$ cat src/rtl/game_ctrl_pkg.sv
// Shared types and constants for the game flow controller.
// Holds the FSM state encoding exported on gameState, the default
// credit/lives limits and the widths of the exported counters.
package game_ctrl_pkg;

  // Widths of the exported credit and lives counters
  localparam int CREDITS_W = 4;
  localparam int LIVES_W   = 3;

  // Default limits used as parameter defaults by game_flow_ctrl
  localparam int DEF_MAX_CREDITS = 5;
  localparam int DEF_START_LIVES = 3;
  localparam int DEF_MAX_LIVES   = 5;

  // Encoding is visible to the rest of the design through gameState
  typedef enum logic [2:0] {
    ST_IDLE      = 3'd0,
    ST_READY     = 3'd1,
    ST_PLAYING   = 3'd2,
    ST_DYING     = 3'd3,
    ST_GAME_OVER = 3'd4
  } game_state_t;

  // Larger of two frame durations, used to size the shared frame counter
  function automatic int max_int(input int a, input int b);
    return (a > b) ? a : b;
  endfunction

endpackage

$ cat src/rtl/frame_debouncer.sv
// Frame-rate button debouncer.
// The raw active-low key is sampled only on startOfFrame. A run of
// DEBOUNCE_FRAMES low samples produces a single one-cycle press pulse;
// the debouncer then stays disarmed until a high sample is seen, so a
// long hold still yields exactly one press.
module frame_debouncer #(
  parameter int DEBOUNCE_FRAMES = 3
) (
  input  logic clk,
  input  logic resetN,
  input  logic startOfFrame,
  input  logic keyN,
  output logic press
);

  localparam int CNT_W = $clog2(DEBOUNCE_FRAMES + 1);
  localparam logic [CNT_W-1:0] CNT_MAX = CNT_W'(DEBOUNCE_FRAMES);

  logic [CNT_W-1:0] low_cnt;
  logic             armed;

  // Count consecutive low frame samples and fire once per hold
  // NOTE: state registers use non-blocking assignments so every flop in the
  // design samples pre-edge values, independent of block ordering.
  always_ff @(posedge clk or negedge resetN) begin
    if (!resetN) begin
      low_cnt <= '0;
      armed   <= 1'b1;
      press   <= 1'b0;
    end else begin
      press <= 1'b0;
      if (startOfFrame) begin
        if (!keyN) begin
          if (low_cnt != CNT_MAX) low_cnt <= low_cnt + 1'b1;
          if (armed && (low_cnt == CNT_MAX - 1'b1)) begin
            press <= 1'b1;
            armed <= 1'b0;
          end
        end else begin
          low_cnt <= '0;
          armed   <= 1'b1;
        end
      end
    end
  end

endmodule

$ cat src/rtl/game_flow_ctrl.sv
// Top-level game sequencer: debounces coin/start, owns the credit and
// lives counters and runs IDLE -> READY -> PLAYING -> DYING -> GAME_OVER.
// All outputs are registered.
// Optional feature: define FREE_PLAY_EN for free play (READY entered
// without credits, start consumes nothing, GAME_OVER always returns to READY).
module game_flow_ctrl
  import game_ctrl_pkg::*;
#(
  parameter int MAX_CREDITS     = DEF_MAX_CREDITS,
  parameter int START_LIVES     = DEF_START_LIVES,
  parameter int MAX_LIVES       = DEF_MAX_LIVES,
  parameter int DEBOUNCE_FRAMES = 3,
  parameter int DEATH_FRAMES    = 60,
  parameter int GAMEOVER_FRAMES = 180
) (
  input  logic                 clk,
  input  logic                 resetN,
  input  logic                 startOfFrame,
  input  logic                 coinN,
  input  logic                 startN,
  input  logic                 playerHit,
  input  logic                 levelCleared,
  output logic [CREDITS_W-1:0] credits,
  output logic [LIVES_W-1:0]   lives,
  output logic [2:0]           gameState,
  output logic                 gameActive,
  output logic                 freezeN,
  output logic                 newGame,
  output logic                 gameOver
);

`ifdef FREE_PLAY_EN
  localparam bit FREE_PLAY = 1'b1;
`else
  localparam bit FREE_PLAY = 1'b0;
`endif

  localparam int FRAME_MAX = max_int(DEATH_FRAMES, GAMEOVER_FRAMES);
  localparam int FRAME_W   = $clog2(FRAME_MAX + 1);

  localparam logic [CREDITS_W-1:0] MAX_CREDITS_C = CREDITS_W'(MAX_CREDITS);
  localparam logic [LIVES_W-1:0]   START_LIVES_C = LIVES_W'(START_LIVES);
  localparam logic [LIVES_W-1:0]   MAX_LIVES_C   = LIVES_W'(MAX_LIVES);
  localparam logic [FRAME_W-1:0]   DEATH_LAST    = FRAME_W'(DEATH_FRAMES - 1);
  localparam logic [FRAME_W-1:0]   GAMEOVER_LAST = FRAME_W'(GAMEOVER_FRAMES - 1);

  logic                 coin_press;
  logic                 start_press;
  game_state_t          state;
  game_state_t          state_next;
  logic [CREDITS_W-1:0] credits_tmp;
  logic [CREDITS_W-1:0] credits_next;
  logic [LIVES_W-1:0]   lives_next;
  logic [FRAME_W-1:0]   frame_cnt;
  logic                 frame_tick;
  logic                 consume;
  logic                 new_game_next;
  logic                 game_over_next;

  frame_debouncer #(.DEBOUNCE_FRAMES(DEBOUNCE_FRAMES)) u_coin_db (
    .clk          (clk),
    .resetN       (resetN),
    .startOfFrame (startOfFrame),
    .keyN         (coinN),
    .press        (coin_press)
  );

  frame_debouncer #(.DEBOUNCE_FRAMES(DEBOUNCE_FRAMES)) u_start_db (
    .clk          (clk),
    .resetN       (resetN),
    .startOfFrame (startOfFrame),
    .keyN         (startN),
    .press        (start_press)
  );

  // Next-state, lives and credit arithmetic for the coming edge
  // NOTE: every signal written here gets a default first, so no path can
  // leave one unassigned and infer a latch.
  always_comb begin
    state_next     = state;
    lives_next     = lives;
    consume        = 1'b0;
    new_game_next  = 1'b0;
    game_over_next = 1'b0;
    frame_tick     = startOfFrame && (state == ST_DYING || state == ST_GAME_OVER);

    case (state)
      ST_IDLE: begin
        if (FREE_PLAY || credits != '0) state_next = ST_READY;
      end
      ST_READY: begin
        if (start_press) begin
          consume       = !FREE_PLAY;
          lives_next    = START_LIVES_C;
          new_game_next = 1'b1;
          state_next    = ST_PLAYING;
        end
      end
      ST_PLAYING: begin
        // A hit takes priority; a simultaneous wave clear is dropped
        if (playerHit) begin
          lives_next = lives - 1'b1;
          if (lives_next == '0) begin
            state_next     = ST_GAME_OVER;
            game_over_next = 1'b1;
          end else begin
            state_next = ST_DYING;
          end
        end else if (levelCleared && lives < MAX_LIVES_C) begin
          lives_next = lives + 1'b1;
        end
      end
      ST_DYING: begin
        if (frame_tick && frame_cnt == DEATH_LAST) state_next = ST_PLAYING;
      end
      ST_GAME_OVER: begin
        if (frame_tick && frame_cnt == GAMEOVER_LAST)
          state_next = (FREE_PLAY || credits != '0) ? ST_READY : ST_IDLE;
      end
      default: state_next = ST_IDLE;
    endcase

    // Consume first, then add a coin only if there is room left
    credits_tmp  = credits - CREDITS_W'(consume);
    credits_next = credits_tmp + CREDITS_W'(coin_press && (credits_tmp < MAX_CREDITS_C));
  end

  // State, counters and registered status outputs
  always_ff @(posedge clk or negedge resetN) begin
    if (!resetN) begin
      state      <= ST_IDLE;
      credits    <= '0;
      lives      <= '0;
      gameActive <= 1'b0;
      freezeN    <= 1'b1;
      newGame    <= 1'b0;
      gameOver   <= 1'b0;
    end else begin
      state      <= state_next;
      credits    <= credits_next;
      lives      <= lives_next;
      gameActive <= (state_next == ST_PLAYING);
      freezeN    <= !(state_next == ST_DYING || state_next == ST_GAME_OVER);
      newGame    <= new_game_next;
      gameOver   <= game_over_next;
    end
  end

  // Frame counter shared by DYING and GAME_OVER, cleared on every state entry
  always_ff @(posedge clk or negedge resetN) begin
    if (!resetN) begin
      frame_cnt <= '0;
    end else if (state_next != state) begin
      frame_cnt <= '0;
    end else if (frame_tick) begin
      frame_cnt <= frame_cnt + 1'b1;
    end
  end

  assign gameState = state;

endmodule

$ cat config.mk
export PLATFORM = sky130hd
export DESIGN_NAME = game_flow_ctrl
export DESIGN_NICKNAME = d
export VERILOG_FILES = /design/src/rtl/game_ctrl_pkg.sv /design/src/rtl/frame_debouncer.sv /design/src/rtl/game_flow_ctrl.sv
export SDC_FILE = /design/constraint.sdc
export NUM_CORES = 1
export LEC_CHECK = 0
export CAP_MARGIN = 20
export CORE_MARGIN = 3
export CORE_UTILIZATION = 40
export DETAILED_ROUTE_END_ITERATION = 6
export PLACE_DENSITY_LB_ADDON = 0.05
export SLEW_MARGIN = 20
export SYNTH_ARGS = -nofsm -noshare
export SYNTH_HDL_FRONTEND = slang
export SYNTH_SLANG_ARGS = --single-unit
$ cat constraint.sdc
create_clock -name clk -period 2.4 [get_ports clk]
set_clock_uncertainty 0.15 [all_clocks]
set_input_delay 0.36 -clock clk [delete_from_list [all_inputs] [get_ports clk]]
set_output_delay 0.36 -clock clk [all_outputs]
set_load 0.05 [all_outputs]
==> results.md, run 1 <==
- Result of the run: finished clean
- Slowest stage cell, crit path: sky130_fd_sc_hd__dfrtp_2
- Number of antenna cells inserted: 0
- PwrDens: 1091 nW/um2
- Number of nets in the layout: 224
- Post-detailed-route DRC marker count: 0
- Clock sink total: 30
- Number of placed instances with taps included: 244
- Worst Tran Pin Value: 0.5250 ns
- Cell at the root of the clock tree: sky130_fd_sc_hd__clkbuf_8
- NetSw: 1086 uW
- Cell repeated most along the worst path: sky130_fd_sc_hd__ha_4
- Synthesized cell area: 1804 um2
- Count of instances resized after the clock tree is built: 0
- Htree depth: 2
- Die X-Extent: 73.16 um
- Post-synthesis simple-gate area fraction: 17.55%
- Final Instance Count excl. Fillers: 256
- Signal arrival time at the worst endpoint: 2.31 ns
- Fin. Hold Viols: 0
- Power Internal: 1420 uW
- Proportion of netlist area held by the largest area contributor: 37.45%
- Max IR drop VDD: 0.0004638 V
- Total negative slack for setup checks: 0 ns
- Inserted Clock Buffers: 5
- Setup repair after global routing missed its margin: no
- Via total after detailed routing: 1446
- Cell accounting for the most synthesized area: sky130_fd_sc_hd__dfrtp_1
- Max-Cap Viols: 0
- Fraction of final layout cells sized beyond drive strength 1: 19.90%
- DP Wirelength: 2902 um
- Period minus WS final: 2.266 ns
- Placement Rows: 23
- Residual overflow from global routing: 0
- # setup viols final: 0
- Clock group share of total power: 18.8%
- Part of the total power dissipated in sequential elements: 30.9%
- Weighted congestion at the end of routability-driven global placement: 0.8533
- GR Util All Layers: 15.87%
- Global-route wire length before repair: 6534 um
- Fraction of synthesis flops using an asynchronous set or reset pin: 100.0%
- Adder-cell area share of the yosys netlist: 8.322%
- Commonest register cell after synthesis: sky130_fd_sc_hd__dfrtp_1
- Initial core utilization: 43.24%
- Number of warning messages in the yosys log: 0
- Fillcell total: 362
- Top achievable clock speed: 0.4414 GHz
- Post-synthesis compound-gate area fraction: 20.32%
- Count of flip-flops with a built-in enable after synthesis: 0
- Slew Viols, Final: 0
- Portion of netlist area occupied by mux cells: 1.664%
- Worst-path maximum fanout: 3
- Switching Fraction: 43.33%
- Post-layout instance area: 2296 um2
- Largest net degree at the start of global routing: 31
- DRT Pass-1 Iters: 4
- Worst skew pair latency: 0.28 ns
- Detailed Route Iter0 Violations: 52
- Average footprint of a synthesized cell: 10.55 um2
- Via count of the first global-routing pass: 1400
- Antenna violations before repair: 0
- Crit-path cells: and4bb_2 > ha_4 > ha_4 > xnor2_2 > a21oi_1 > and3b_1 > ha_2 > nor3b_2 > xnor2_1
- Startpoint class of the critical path: register
- Overall die area: 5352 um2
- Dpl cell area: 2156 um2
- Per-cell via count in the routed design: 5.648
- Dominant combinational cell family by area after synthesis: compound AO/OA/AOI/OAI gates
- Max-slew headroom at the worst pin: 64.89%
- Unique cell type count in the Yosys netlist: 51
- Required time worst endpoint: 2.44 ns
- Critical path start-end classification: reg2reg
- Post-synthesis sequential area ratio: 41.82%
- Placeable Area: 4173 um2
- Worst min path class: in2async
- Maximum cell stage delay along the critical path: 0.40 ns
- Synthesized net count: 190
- Most area-consuming cells after synthesis: sky130_fd_sc_hd__dfrtp_1, sky130_fd_sc_hd__ha_1, sky130_fd_sc_hd__dfstp_2
- Synth Instances: 171
- Total detailed-routing wirelength: 4041 um
- Period Utilization, post-route: 94.40%
- Post-synthesis register bit count: 30
- Die Span Y: 73.16 um
- Routed len/inst: 15.79 um
- Largest delay contributor family on the critical path: simple AND/OR/NAND/NOR gates
- Layout area overhead: 27.25%
- Final antenna-violating net count: 0
- Sort of element at the end of the critical path: register
- IO Count: 21
- TritonCTS clock tree: done
- Buffers on Ports: 20
- Pleak: 0.0009898 uW
- Clock slew at reported path FFs: 0.07 ns
- Synthesized-area fraction occupied by xor and xnor cells: 5.825%
- CP bufs+invs: 0
- Post-CTS Hold Buffers: 0
- Share of power burned in combinational logic: 50.2%
- Number of buffers on the longest clock path: 2
-- path summary, 6_finish.rpt --
| kind | start | end | slack (ns) | depth (start not counted) |
|---|---|---|---|---|
| worst max-delay path | gameState[0]$_DFF_PN0_ | credits[3]$_DFF_PN0_ | 0.13 | 9 |
| worst min-delay path | resetN | frame_cnt[7]$_DFFE_PN0P_ | 0.33 | 2 |
| worst max register to register | gameState[0]$_DFF_PN0_ | credits[3]$_DFF_PN0_ | 0.13 | 9 |
| worst min register to register | u_start_db.armed$_DFFE_PN1P_ | u_start_db.armed$_DFFE_PN1P_ | 0.39 | 1 |
| max in group asynchronous | resetN | u_coin_db.armed$_DFFE_PN1P_ | 1.45 | 2 |
| min in group clk | u_start_db.armed$_DFFE_PN1P_ | u_start_db.armed$_DFFE_PN1P_ | 0.39 | 1 |
-- cell type report --
cell class                      instances  area (um2)  share of cell area (%)
Clock buffer                            8       110.1                   4.796
Inverter                               15       56.30                   2.452
Multi-Input combinational cell        120        1011                   44.03
Sequential cell                        30       758.2                   33.02
Tap cell                               50       62.56                   2.725
Timing Repair Buffer                   33       297.8                   12.97
-- registers in the layout (all words and copies together) (netlist names), 2 cells and up --
signal,cells
credits,4
frame_cnt,8
gameState,3
lives,3
u_coin_db.low_cnt,2
u_start_db.low_cnt,2
-- metal layers --
| layer | GRT usage, % | wire length [um] | vias up |
|---|---|---|---|
| li1 | - | - | 702 |
| met4 | 4.918 | 13 | 0 |
| met1 | 20.29 | 1865 | 720 |
| met3 | 5.096 | 137 | 2 |
| met2 | 25.42 | 2025 | 22 |
| met5 | 0 | 0 | - |
-- cells in the mapped netlist, drive strengths merged (2+ instances only) --
cell	number
mux2i	3
buf	2
o21ai	8
and4b	4
nand2b	2
nand3	2
nor3b	6
and3b	2
xor2	5
inv	15
ha	12
a21oi	6
o311ai	2
dfstp	3
o2111ai	2
xnor2	7
dfrtp	27
nand2	10
clkbuf	4
a21o	3
nor4b	2
nor2	3
a211oi	10
a22o	2
nor2b	2
o22ai	2
o211ai	4
nand4	2
-- logic make-up (layout without fill, tap and decap cells) --
family | Yosys count | count (layout)
DFF | 30 | 30
and+or+nand+nor | 46 | 46
AOI/OAI and AO/OA | 47 | 47
buffers and inverters | 21 | 56
xor gates and xnor gates | 12 | 12
adders and majority gates | 12 | 12
muxes | 3 | 3
-- power by group through the flow --
stage          Combinational (uW)  Clock (uW)  Sequential, uW
5_1_grt                      1370         514             792
2_1_floorplan                 606           0            1050
6_report                     1260         472             774
4_1_cts                      1240         492             778
3_3_place_gp                 1200           0             772
3_5_place_dp                 1230           0             786
-- placed cells by master, fill, tap and decap left out, types with 2 or more instances in the layout --
cell type / count
sky130_fd_sc_hd__a211oi_1: 8
sky130_fd_sc_hd__a211oi_2: 2
sky130_fd_sc_hd__a21o_1: 3
sky130_fd_sc_hd__a21oi_1: 6
sky130_fd_sc_hd__a22o_1: 2
sky130_fd_sc_hd__and3b_1: 2
sky130_fd_sc_hd__and4b_1: 4
sky130_fd_sc_hd__buf_4: 13
sky130_fd_sc_hd__clkbuf_8: 8
sky130_fd_sc_hd__clkdlybuf4s50_1: 20
sky130_fd_sc_hd__dfrtp_1: 24
sky130_fd_sc_hd__dfrtp_2: 3
sky130_fd_sc_hd__dfstp_2: 3
sky130_fd_sc_hd__ha_1: 8
sky130_fd_sc_hd__ha_2: 2
sky130_fd_sc_hd__ha_4: 2
sky130_fd_sc_hd__inv_1: 15
sky130_fd_sc_hd__mux2i_1: 3
sky130_fd_sc_hd__nand2_1: 10
sky130_fd_sc_hd__nand2b_1: 2
sky130_fd_sc_hd__nand3_1: 2
sky130_fd_sc_hd__nand4_1: 2
sky130_fd_sc_hd__nor2_1: 3
sky130_fd_sc_hd__nor2b_1: 2
sky130_fd_sc_hd__nor3b_1: 3
sky130_fd_sc_hd__nor3b_2: 3
sky130_fd_sc_hd__nor4b_1: 2
sky130_fd_sc_hd__o2111ai_1: 2
sky130_fd_sc_hd__o211ai_1: 4
sky130_fd_sc_hd__o21ai_0: 6
sky130_fd_sc_hd__o21ai_1: 2
sky130_fd_sc_hd__o22ai_1: 2
sky130_fd_sc_hd__xnor2_1: 6
sky130_fd_sc_hd__xor2_1: 5
-- through the flow --
| stage | utilization [%] | hold WS [ns] | total power (uW) | setup slack, ns |
|---|---|---|---|---|
| final | 55.02 | 0.3271 | 2505 | 0.1345 |
| after global placement | 51.66 | 0.3678 | 1972 | 0.1475 |
| after CTS | 54.30 | 0.3297 | 2508 | 0.06121 |
| after floorplan | - | -0.08559 | 1655 | -0.08706 |
| after detailed placement | 51.66 | 0.3809 | 2016 | 0.09250 |
| after global routing | 55.02 | 0.3509 | 2679 | 0.01587 |
-- timing repair --
item                                    in CTS  in global routing
buffers inserted                             0                  4
hold endpoints to repair                     0                  0
endpoints found under the setup margin       0                 10
Power figures use the tool's default switching activity.
==> run 2: changes to the inputs <==
ABC_AREA = 1   (was not set)
clock period = 2.23 ns   (was 2.4 ns; I/O delays follow)
==> run 2 against run 1 <==
Critical path depth is 7 lower. Wire length is 17% lower. Via count is 3.9% lower. Setup slack worse by 0.0046 ns. Design area is 2.2% lower. Synthesized area is 5.3% lower. Utilization is 0.30 points higher. Worst hold slack worse by 0.031 ns. Sequential share of layout area is 0.75 points higher. Combinational power is 14% higher. Power is 17% higher. Critical path type is now reg2out. Largest power group unchanged.
==> results.md, run 2 <==
- Start of the worst register-to-register path: gameState[2]$_DFF_PN0_
- Pleak: 0.001077 uW
- Top achievable clock speed: 0.4762 GHz
- Most common cell after layout, fill and taps aside: sky130_fd_sc_hd__nand2_1
- Max-slew headroom at the worst pin: 66.33%
- Switching Fraction: 42.83%
- Via total after detailed routing: 1390
- Cell accounting for the most synthesized area: sky130_fd_sc_hd__dfrtp_1
- Top reg by flops: frame_cnt
- Per-cell via count in the routed design: 4.760
- DRT Pass-1 Iters: 4
- Max IR drop VDD: 0.0006507 V
- Part of the total power dissipated in sequential elements: 27.5%
- TritonCTS clock tree: done
- Placeable Area: 4058 um2
- Buffers on Ports: 20
- Synthesized net count: 227
- # setup viols final: 0
- Final cell utilization of the core: 55.32%
- Weighted congestion at the end of routability-driven global placement: 0.7973
- Detailed Route Iter0 Violations: 107
- Synthesized cell area: 1709 um2
- Startpoint class of the critical path: register
- Number of warning messages in the yosys log: 0
- Fraction of final layout cells sized beyond drive strength 1: 20.25%
- Signal arrival time at the worst endpoint: 1.62 ns
- Die X-Extent: 71.37 um
- PwrDens: 1307 nW/um2
- Power Internal: 1677 uW
- Worst-path maximum fanout: 6
- Worst skew pair latency: 0.28 ns
- Routed len/inst: 11.50 um
- Global-route wire length before repair: 6147 um
- Cell at the root of the clock tree: sky130_fd_sc_hd__clkbuf_8
- Synth Instances: 208
- Fillcell total: 349
- Layout area overhead: 31.33%
- Count of flip-flops with a built-in enable after synthesis: 0
- Top cells by instance count after synthesis: sky130_fd_sc_hd__nand2_1, sky130_fd_sc_hd__inv_1, sky130_fd_sc_hd__dfrtp_1
- Most frequent cells in the layout: sky130_fd_sc_hd__nand2_1, sky130_fd_sc_hd__inv_1, sky130_fd_sc_hd__nor2_1, sky130_fd_sc_hd__dfrtp_1, sky130_fd_sc_hd__clkdlybuf4s50_1
- Clock slew at reported path FFs: 0.07 ns
- First element of the critical path: gameState[1]$_DFF_PN0_
- Residual overflow from global routing: 0
- Number of nets in the layout: 260
- Overall die area: 5093 um2
- Placement Rows: 23
- Largest net degree at the start of global routing: 31
- Die Span Y: 71.37 um
- Initial core utilization: 42.12%
- Result of the run: finished clean
- Commonest register cell after synthesis: sky130_fd_sc_hd__dfrtp_1
- Worst min path class: in2async
- Final worst hold slack: 0.2960 ns
- Proportion of netlist area held by the largest area contributor: 39.53%
- Post-synthesis sequential area ratio: 44.14%
- Sort of element at the end of the critical path: primary output
- Clock group share of total power: 23.3%
- Antenna violations before repair: 0
- Sum of internal, switching and leakage power: 2933 uW
- Share of power burned in combinational logic: 49.2%
- Fin. Hold Viols: 0
- Number of antenna cells inserted: 0
- Total detailed-routing wirelength: 3358 um
- GR Util All Layers: 14.96%
- Max-Cap Viols: 0
- Clock sink total: 30
- Htree depth: 2
- Number of buffers on the longest clock path: 2
- Most area-consuming cells after synthesis: sky130_fd_sc_hd__dfrtp_1, sky130_fd_sc_hd__nand2_1, sky130_fd_sc_hd__ha_1
- Post-detailed-route DRC marker count: 0
- Biggest registers after layout: frame_cnt: 8 flops, credits: 4 flops
- Period minus WS final: 2.100 ns
- Unique cell type count in the Yosys netlist: 25
- Inserted Clock Buffers: 5
- Slew Viols, Final: 0
- DP Wirelength: 2568 um
- Fraction of synthesis flops using an asynchronous set or reset pin: 100.0%
- Period Utilization, post-route: 94.18%
- Via count of the first global-routing pass: 1399
- Number of flip-flops under the largest register name: 8
- Worst Tran Pin Value: 0.5035 ns
- IO Count: 21
- Final antenna-violating net count: 0
- Area of combinational cells with multiple inputs: 900.9 um2
- Post-synthesis register bit count: 30
- Setup repair after global routing missed its margin: no
- Dominant cell by count in the synthesized netlist: sky130_fd_sc_hd__nand2_1
- NetSw: 1256 uW
- Sequential standard cell area: 758.2 um2
- Critical path start-end classification: reg2out
- Average footprint of a synthesized cell: 8.217 um2
- Required time worst endpoint: 1.75 ns
==> run 2: changes by cell type after synthesis, sizes merged, moves of 5 or more <==
cell	previous run	this run
a211oi	10	0
inv	15	32
nand2	10	48
nand3	2	11
nor2	3	30
nor3b	6	1
==> run 2: layout make-up <==
type | instances | share of cell area (%)
clock buffers | 6 | 3.679
multi-input cells | 144 | 40.13
repair buffers | 28 | 11.59
well taps | 50 | 2.787
inverters | 32 | 5.351
flip-flops and latches | 30 | 33.78
clock inverters | 2 | 2.676
==> run 2: worst paths after layout <==
| check | cells after the start | slack, ns | end |
|---|---|---|---|
| hold / removal | 2 | 0.30 | frame_cnt[7]$_DFFE_PN0P_ |
| min in group clk | 2 | 0.31 | u_start_db.armed$_DFFE_PN1P_ |
| setup / recovery | 2 | 0.13 | gameState[1] |
| max in group asynchronous | 2 | 1.32 | u_coin_db.armed$_DFFE_PN1P_ |
| setup reg to reg | 12 | 0.15 | credits[3]$_DFF_PN0_ |
| hold reg to reg | 2 | 0.31 | u_start_db.armed$_DFFE_PN1P_ |
==> run 2: kinds of logic (layout without fill, tap and decap cells) <==
logic type	count (synthesis)	in the layout	synth area share, %
multiplexers	2	2	1.318
AND/OR/NAND/NOR	99	99	25.77
flip-flops	30	30	44.14
buffers and inverters	34	68	7.759
AO/OA/AOI/OAI	19	19	6.077
adder cells (fa/ha/maj)	12	12	8.785
XOR/XNOR	12	12	6.149
==> run 2: what timing repair did <==
action                     in CTS  in global routing
pin swaps                       6                  2
setup endpoints to repair       1                  3
buffers inserted                1                  0
gates cloned                    0                  0
resized for setup               4                  2
hold buffers                    0                  0
==> run 2: routing by layer <==
layer  GRT usage (%)  wire, um  part of all wire [%]  up-vias
met3           4.769       136                   4.1        5
met1           19.48      1598                    48      642
met2           24.18      1585                    47       22
met4           3.758        38                   1.1        0
li1                -         -                     -      721
met5               0         0                     0        -
==> run 2: per-stage QoR <==
| step | setup slack [ns] | cells | TNS (ns) | instance area [um2] |
|---|---|---|---|---|
| final | 0.1299 | 292 | 0 | 2245 |
| after detailed placement | -0.04119 | 283 | -0.04119 | 2054 |
| after global routing | 0.009367 | 292 | 0 | 2245 |
| after floorplan | -0.09480 | 208 | -0.2124 | 1752 |
| after CTS | 0.02702 | 292 | 0 | 2227 |
| after global placement | 0.08942 | 283 | 0 | 2054 |
==> run 2: worst max-delay path, cell delays in order (launching register included) <==
cell and delay, ns:
sky130_fd_sc_hd__dfrtp_2 0.38, sky130_fd_sc_hd__buf_4 0.15, sky130_fd_sc_hd__clkdlybuf4s50_1 0.80
==> run 2: power groups by stage <==
stage	Combinational, uW	Sequential [uW]	Clock, uW
3_5_place_dp	1420	811	0
5_1_grt	1590	825	741
3_3_place_gp	1400	805	0
2_1_floorplan	661	1140	0
6_report	1440	805	685
4_1_cts	1450	805	703
